--- src/rtl/wb_stage_regfile_if.sv ---
// MEM/WB pipeline bundle presented to the write-back stage.
// master: the MEM/WB register that drives the bundle; slave: the write-back stage.
interface wb_stage_regfile_if #(
  parameter int XLEN = 32
);
  logic            memtoreg_in;
  logic            regwrite_in;
  logic [1:0]      regin_in;
  logic [XLEN-1:0] ALUout_in;
  logic [XLEN-1:0] Rdata_in;
  logic [XLEN-1:0] immgen_in;
  logic [XLEN-1:0] PC_plus4_in;
  logic [XLEN-1:0] inst_data_in;
  logic [XLEN-1:0] Data_addr_in;
  logic            invalid_in;

  modport master (
    output memtoreg_in, regwrite_in, regin_in, ALUout_in, Rdata_in,
           immgen_in, PC_plus4_in, inst_data_in, Data_addr_in, invalid_in
  );

  modport slave (
    input  memtoreg_in, regwrite_in, regin_in, ALUout_in, Rdata_in,
           immgen_in, PC_plus4_in, inst_data_in, Data_addr_in, invalid_in
  );
endinterface

--- src/rtl/wb_stage_regfile.sv ---
// Write-back stage: load alignment/extension, result select, 32x32 integer
// register file with write-through bypass, retired-instruction counter and
// a sticky first-trap record for invalid or faulting loads.
module wb_stage_regfile #(
  parameter int XLEN  = 32,
  parameter int NREG  = 32,
  parameter int CNT_W = 64
) (
  input  logic              clk,
  input  logic              reset,
  wb_stage_regfile_if.slave mw,
  input  logic [4:0]        rs1_addr,
  input  logic [4:0]        rs2_addr,
  output logic [XLEN-1:0]   rs1_data,
  output logic [XLEN-1:0]   rs2_data,
  output logic              wb_en,
  output logic [4:0]        wb_rd,
  output logic [XLEN-1:0]   wb_data,
  output logic [CNT_W-1:0]  instret,
  output logic              trap_valid,
  output logic [1:0]        trap_cause,
  output logic [XLEN-1:0]   trap_pc,
  input  logic              trap_clr
);

  logic            bubble_s;
  logic            is_load_s;
  logic [2:0]      funct3_s;
  logic [1:0]      off_s;
  logic [7:0]      byte_s;
  logic [15:0]     half_s;
  logic [XLEN-1:0] load_val_s;
  logic            misalign_s;
  logic            illegal_s;
  logic            fault_s;
  logic [1:0]      fault_cause_s;
  logic [XLEN-1:0] result_s;
  logic [4:0]      rd_s;
  logic            wen_s;
  logic            retire_s;
  logic            trap_take_s;
  logic [1:0]      trap_cause_s;
  logic            unused_s;

  logic [XLEN-1:0]  regs_r [NREG];
  logic [CNT_W-1:0] instret_r;
  logic             trap_valid_r;
  logic [1:0]       trap_cause_r;
  logic [XLEN-1:0]  trap_pc_r;

  assign bubble_s  = (mw.inst_data_in == {XLEN{1'b0}});
  assign is_load_s = mw.memtoreg_in | (mw.regin_in == 2'b01);
  assign funct3_s  = mw.inst_data_in[14:12];
  assign off_s     = mw.Data_addr_in[1:0];
  assign rd_s      = mw.inst_data_in[11:7];
  assign half_s    = off_s[1] ? mw.Rdata_in[31:16] : mw.Rdata_in[15:0];
  assign unused_s  = ^{mw.inst_data_in[31:15], mw.inst_data_in[6:0], mw.Data_addr_in[XLEN-1:2]};

  // Pick the addressed byte lane of the raw memory word.
  always_comb begin
    byte_s = mw.Rdata_in[7:0];
    case (off_s)
      2'b00:   byte_s = mw.Rdata_in[7:0];
      2'b01:   byte_s = mw.Rdata_in[15:8];
      2'b10:   byte_s = mw.Rdata_in[23:16];
      2'b11:   byte_s = mw.Rdata_in[31:24];
      default: byte_s = mw.Rdata_in[7:0];
    endcase
  end

  // Decode load width, extend the selected lane and detect alignment/encoding faults.
  always_comb begin
    load_val_s = {XLEN{1'b0}};
    misalign_s = 1'b0;
    illegal_s  = 1'b0;
    case (funct3_s)
      3'b000: load_val_s = {{(XLEN-8){byte_s[7]}}, byte_s};
      3'b100: load_val_s = {{(XLEN-8){1'b0}}, byte_s};
      3'b001: begin
        load_val_s = {{(XLEN-16){half_s[15]}}, half_s};
        misalign_s = off_s[0];
      end
      3'b101: begin
        load_val_s = {{(XLEN-16){1'b0}}, half_s};
        misalign_s = off_s[0];
      end
      3'b010: begin
        load_val_s = mw.Rdata_in;
        misalign_s = (off_s != 2'b00);
      end
      default: illegal_s = 1'b1;
    endcase
  end

  // Faults only matter for loads; an illegal encoding outranks misalignment.
  always_comb begin
    fault_s       = is_load_s & (misalign_s | illegal_s);
    fault_cause_s = 2'b10;
    if (illegal_s) begin
      fault_cause_s = 2'b11;
    end else begin
      fault_cause_s = 2'b10;
    end
  end

  // Result select: any load form wins over the regin selector.
  always_comb begin
    result_s = mw.ALUout_in;
    if (is_load_s) begin
      result_s = load_val_s;
    end else begin
      case (mw.regin_in)
        2'b00:   result_s = mw.ALUout_in;
        2'b10:   result_s = mw.immgen_in;
        2'b11:   result_s = mw.PC_plus4_in;
        default: result_s = mw.ALUout_in;
      endcase
    end
  end

  assign wen_s    = mw.regwrite_in & ~bubble_s & ~mw.invalid_in & ~fault_s & (rd_s != 5'd0);
  assign retire_s = ~bubble_s & ~mw.invalid_in & ~fault_s;

  // Capture a trap when none is held, or when software is clearing the held one.
  always_comb begin
    trap_take_s  = ~bubble_s & (mw.invalid_in | fault_s) & (~trap_valid_r | trap_clr);
    trap_cause_s = fault_cause_s;
    if (mw.invalid_in) begin
      trap_cause_s = 2'b01;
    end else begin
      trap_cause_s = fault_cause_s;
    end
  end

  // Register file storage; x0 is never written because wen_s excludes rd 0.
  always_ff @(posedge clk or negedge reset) begin
    if (!reset) begin
      for (int i = 0; i < NREG; i++) begin
        regs_r[i] <= {XLEN{1'b0}};
      end
    end else if (wen_s) begin
      regs_r[rd_s] <= result_s;
    end
  end

  // Read ports with x0 forced to zero and same-cycle write-through bypass.
  always_comb begin
    if (rs1_addr == 5'd0) begin
      rs1_data = {XLEN{1'b0}};
    end else if (wen_s && (rs1_addr == rd_s)) begin
      rs1_data = result_s;
    end else begin
      rs1_data = regs_r[rs1_addr];
    end
    if (rs2_addr == 5'd0) begin
      rs2_data = {XLEN{1'b0}};
    end else if (wen_s && (rs2_addr == rd_s)) begin
      rs2_data = result_s;
    end else begin
      rs2_data = regs_r[rs2_addr];
    end
  end

  // Retired-instruction counter, wrapping naturally at full width.
  always_ff @(posedge clk or negedge reset) begin
    if (!reset) begin
      instret_r <= {CNT_W{1'b0}};
    end else if (retire_s) begin
      instret_r <= instret_r + {{(CNT_W-1){1'b0}}, 1'b1};
    end
  end

  // Sticky trap record: first trap wins, clear yields to a simultaneous new trap.
  always_ff @(posedge clk or negedge reset) begin
    if (!reset) begin
      trap_valid_r <= 1'b0;
      trap_cause_r <= 2'b00;
      trap_pc_r    <= {XLEN{1'b0}};
    end else if (trap_take_s) begin
      trap_valid_r <= 1'b1;
      trap_cause_r <= trap_cause_s;
      trap_pc_r    <= mw.PC_plus4_in - {{(XLEN-3){1'b0}}, 3'b100};
    end else if (trap_clr) begin
      trap_valid_r <= 1'b0;
    end
  end

  assign wb_en      = wen_s;
  assign wb_rd      = rd_s;
  assign wb_data    = result_s;
  assign instret    = instret_r;
  assign trap_valid = trap_valid_r;
  assign trap_cause = trap_cause_r;
  assign trap_pc    = trap_pc_r;

endmodule

--- src/flat_wrapper.sv ---
// flat-port wrapper written by rule: the top's interface ports become plain ports
module wb_stage_regfile_flat 
#(
  parameter int XLEN  = 32,
  parameter int NREG  = 32,
  parameter int CNT_W = 64
)
  (clk, reset, rs1_addr, rs2_addr, rs1_data, rs2_data, wb_en, wb_rd, wb_data, instret, trap_valid, trap_cause, trap_pc, trap_clr, mw_memtoreg_in, mw_regwrite_in, mw_regin_in, mw_ALUout_in, mw_Rdata_in, mw_immgen_in, mw_PC_plus4_in, mw_inst_data_in, mw_Data_addr_in, mw_invalid_in);
  wb_stage_regfile_if #(.XLEN(XLEN)) mw_i ();
  input  logic clk;
  input  logic reset;
  input  logic [4:0] rs1_addr;
  input  logic [4:0] rs2_addr;
  output logic [XLEN-1:0] rs1_data;
  output logic [XLEN-1:0] rs2_data;
  output logic wb_en;
  output logic [4:0] wb_rd;
  output logic [XLEN-1:0] wb_data;
  output logic [CNT_W-1:0] instret;
  output logic trap_valid;
  output logic [1:0] trap_cause;
  output logic [XLEN-1:0] trap_pc;
  input  logic trap_clr;
  input wire logic [$bits(mw_i.memtoreg_in)-1:0] mw_memtoreg_in;
  input wire logic [$bits(mw_i.regwrite_in)-1:0] mw_regwrite_in;
  input wire logic [$bits(mw_i.regin_in)-1:0] mw_regin_in;
  input wire logic [$bits(mw_i.ALUout_in)-1:0] mw_ALUout_in;
  input wire logic [$bits(mw_i.Rdata_in)-1:0] mw_Rdata_in;
  input wire logic [$bits(mw_i.immgen_in)-1:0] mw_immgen_in;
  input wire logic [$bits(mw_i.PC_plus4_in)-1:0] mw_PC_plus4_in;
  input wire logic [$bits(mw_i.inst_data_in)-1:0] mw_inst_data_in;
  input wire logic [$bits(mw_i.Data_addr_in)-1:0] mw_Data_addr_in;
  input wire logic [$bits(mw_i.invalid_in)-1:0] mw_invalid_in;
  assign mw_i.memtoreg_in = mw_memtoreg_in;
  assign mw_i.regwrite_in = mw_regwrite_in;
  assign mw_i.regin_in = mw_regin_in;
  assign mw_i.ALUout_in = mw_ALUout_in;
  assign mw_i.Rdata_in = mw_Rdata_in;
  assign mw_i.immgen_in = mw_immgen_in;
  assign mw_i.PC_plus4_in = mw_PC_plus4_in;
  assign mw_i.inst_data_in = mw_inst_data_in;
  assign mw_i.Data_addr_in = mw_Data_addr_in;
  assign mw_i.invalid_in = mw_invalid_in;
  wb_stage_regfile #(.XLEN(XLEN), .NREG(NREG), .CNT_W(CNT_W)) u_core (.clk(clk), .reset(reset), .mw(mw_i), .rs1_addr(rs1_addr), .rs2_addr(rs2_addr), .rs1_data(rs1_data), .rs2_data(rs2_data), .wb_en(wb_en), .wb_rd(wb_rd), .wb_data(wb_data), .instret(instret), .trap_valid(trap_valid), .trap_cause(trap_cause), .trap_pc(trap_pc), .trap_clr(trap_clr));
endmodule
--- config.mk ---
export PLATFORM = sky130hd
export DESIGN_NAME = wb_stage_regfile_flat
export DESIGN_NICKNAME = d
export VERILOG_FILES = /design/src/rtl/wb_stage_regfile_if.sv /design/src/rtl/wb_stage_regfile.sv /design/src/flat_wrapper.sv
export SDC_FILE = /design/constraint.sdc
export NUM_CORES = 2
export LEC_CHECK = 0
export CORE_UTILIZATION = 54
export DETAILED_ROUTE_END_ITERATION = 16
export HOLD_SLACK_MARGIN = 0.05
export PLACE_DENSITY = 0.77
export SYNTH_ARGS = -nofsm -noshare
export SYNTH_HDL_FRONTEND = slang
export SYNTH_SLANG_ARGS = --single-unit
--- constraint.sdc ---
create_clock -name clk -period 3.4 [get_ports clk]
set_input_delay 0.68 -clock clk [delete_from_list [all_inputs] [get_ports clk]]
set_output_delay 0.68 -clock clk [all_outputs]
set_load 0.02 [all_outputs]
==> key figures <==
Clock tree
  – CTS tree: done
  – CTS root buf: clkbuf_16
  – Clock tree buffer depth: 3
  – Clk sink count: 1123
  – H-Tree Depth: 3
  – Cts bufs inserted: between 100 and 150
  – Clock transition at path regs: around 60 ps
  – Worst skew pair latency: ~740 ps

Synth
  – Yosys warns: 0
  – Mapped Nets: approximately 5500
  – Commonest cells in the netlist: dfrtp_1 (1123), nor2_1 (588), a21oi_1 (569)
  – Most common flop cell mapped by yosys: dfrtp_1
  – Top-count cell post-synth: dfrtp_1
  – Avg Cell Area, Syn: ~11 sq um
  – Ranking of synthesized cells by area: dfrtp_1 (48%), mux4_2 (20%), a21oi_1 (4.9%)
  – Seq cells post-synth: 1123
  – Post-synthesis sequential area ratio: 48.0%
  – Asr flop ratio synth: between 90% and 100%
  – Yosys top cell area share: around half
  – Post-synthesis cell count: 5294
  – Syn Std Cell Area: between 50000 and 60000 sq um
  – Post-synth top area cell: dfrtp_1
  – EDFF count, synth: 0
  – Synth cell types: 56

STA
  – Setup violators final: 64
  – Fin crit period: approximately 3600 ps
  – Max Slew Vio Count: 0
  – Crit share post-route: 107%
  – Final setup TNS: -11000 ps
  – Setup repair after global routing missed its margin: yes
  – Clk_skew: approximately 35 ps
  – Normalized max-slew margin: 21.4%
  – Worst slew pin tran: 1170 ps
  – Final Hold Fails: 0
  – Max Clock Freq: 274 MHz
  – Worst setup margin: -250 ps

Layout
  – Multi-input gate area: around 30000 sq um
  – Post-route non-filler standard cell count: about 7400
  – Syn-to-layout area delta: 29.3%
  – Fraction of final layout cells sized beyond drive strength 1: 29.6%
  – Storage cell area: 28100 sq um
  – Post-route cell area: about 76000 sq um
  – Final net count: 6147
  – Fill count: around 6900

Die
  – Total core area: 107000 sq um
  – DIE AREA: around 110000 sq um
  – Num ports: between 400 and 500
  – Die W: ~330 microns
  – Initial Util: a little over half
  – Die Y: approximately 330 microns
  – FP Rows: between 100 and 150

Setup path
  – Critical path launch point type: input pin
  – Arrival time at the worst endpoint: between 2000 and 3000 ps
  – Setup Crit Path Kind: input pin to output port
  – Reg2reg start: u_core.instret[2]
  – Worst-path fanout max: 6
  – Worst setup startpoint: mw_Data_addr_in[1]
  – CP endpoint kind: output port
  – Worst R2R Path Depth: 7
  – CP required: roughly 2700 ps

Route
  – Drt pass-1 iters: 7
  – Vias per cell: 6.81
  – Routed len/inst: 29.2 microns
  – # DRC: 0
  – Detailed Route WL: approximately 220000 microns
  – Vias: 50700
  – Antenna violation net count after detailed routing: 0
  – Initial drt markers: slightly below 7000

Global route
  – Initial antenna violation count: 5
  – Total grt overflow: 0
  – Vias in the first global route: about 50000
  – Largest net degree at the start of global routing: 113
  – First-pass GRT wire length: around 320000 microns
  – All-Layer GR Usage: between 30 and 40%

Power
  – Int Power: about 27 mW
  – PwrDens: a little over 500 nW/um^2
  – Switching share of power: 29.2%
  – Clock power frac: 35.8%
  – Combinational power share: about a fifth
  – Leakage: around 33 nW
  – Seq pwr share: a little over two fifths
  – VDD IR max: roughly 0.50 mV
  – Sw power: around 11 mW

Job
  – Maxcap violations: 0

Worst hold path
  – Worst min-delay path category: register to register
  – HP Start: u_core.regs_r[1006]
  – Hold path depth: 0

Run status
  – Status: complete, but fails checks
  – Failing checks: negative setup slack

Place
  – PortBufs: 380
  – Routability cong.: approximately 0.96
  – DP HPWL: 138000 microns
  – Post-Place Cells: 7146
  – Placed instance area: about 69000 sq um
[layout by cell type (no fill, tap or decap), types with 90 or more instances in the layout]
cell,n
nor2_1,583
o21ai_0,514
clkdlybuf4s50_1,256
buf_4,446
clkbuf_16,123
a21oi_1,568
o22ai_1,122
mux4_2,512
mux2_2,94
dfrtp_1,1123
buf_12,216
buf_6,90
nand2_1,519
[final timing paths]
check                                      end  slack, ps
setup reg to reg            u_core.instret[28]        970
hold / removal             u_core.regs_r[1006]        400
hold reg to reg            u_core.regs_r[1006]        400
setup / recovery                   rs2_data[4]       -250
min in group asynchronous   u_core.regs_r[694]        610
max in group asynchronous   u_core.regs_r[678]       1550
[final cells by class]
class / count / area share [%]
multi-input combinational: 3557 / 38.5
sequential: 1123 / 37.1
timing repair buffer: 1094 / 16.5
clock buffer: 154 / 4.27
tap: 1403 / 2.32
clock inverter: 56 / 1.02
inverter: 43 / 0.213
antenna: 6 / 0.0198
[logic make-up (layout without fill, tap and decap cells)]
family | count (synthesis) | in the layout | share of synthesized area [%]
AO/OA/AOI/OAI | 1460 | 1460 | 13.7
AND/OR/NAND/NOR | 1320 | 1320 | 9.84
flip-flops | 1123 | 1123 | 48.0
multiplexers | 677 | 677 | 22.7
buffers and inverters | 614 | 1347 | 4.19
XOR/XNOR | 98 | 98 | 1.47
adder cells (fa/ha/maj) | 2 | 2 | 0.0428
other | 0 | 6 | 0
[metrics by stage]
stage	total power [mW]	hold slack, ps	utilization (%)	setup slack (ps)
5_1_grt	39.2	403	70.6	-237
3_3_place_gp	23.5	376	64.7	-931
2_1_floorplan	20.5	384	-	6.47
4_1_cts	37.6	397	69.6	-248
6_report	38.1	398	70.6	-250
3_5_place_dp	23.9	384	64.7	-941
[flip-flops by register name, summed over array words and instances (netlist names)]
name               flops
u_core.instret        64
u_core.trap_pc        32
u_core.trap_valid      1
u_core.regs_r       1024
u_core.trap_cause      2
[layer usage]
metal  vias up  share of wire, %  track usage [%]
met1     25100                34             48.9
met4         4               7.7             27.7
met2      3868                46             59.5
met5         -             0.014           0.0870
met3       996                13             11.3
li1      20700                 -                -
[critical path, stage by stage]
cell	delay, ps
buf_8	100
or4_4	520
o211ai_1	200
buf_4	240
nand2_4	50
buf_6	120
buf_6	110
o32ai_4	160
buf_6	180
buf_12	180
buf_12	160
o22ai_2	90
buf_6	160
[power groups by stage]
stage,logic (mW),registers (mW),clock network [mW]
2_1_floorplan,4.37,16.1,0
3_3_place_gp,7.31,16.2,0
3_5_place_dp,7.56,16.4,0
4_1_cts,7.80,16.2,13.6
5_1_grt,8.66,16.4,14.2
6_report,8.15,16.3,13.6
[timing repair]
item | CTS | global route
setup endpoints to repair | 97 | 81
pin swaps | 24 | 50
gates resized for setup | 528 | 215
setup buffers | 49 | 15
gates cloned | 9 | 6
endpoints found under the hold margin | 38 | 0
hold buffers | 1 | 0
(Power assumes the default switching activity.)
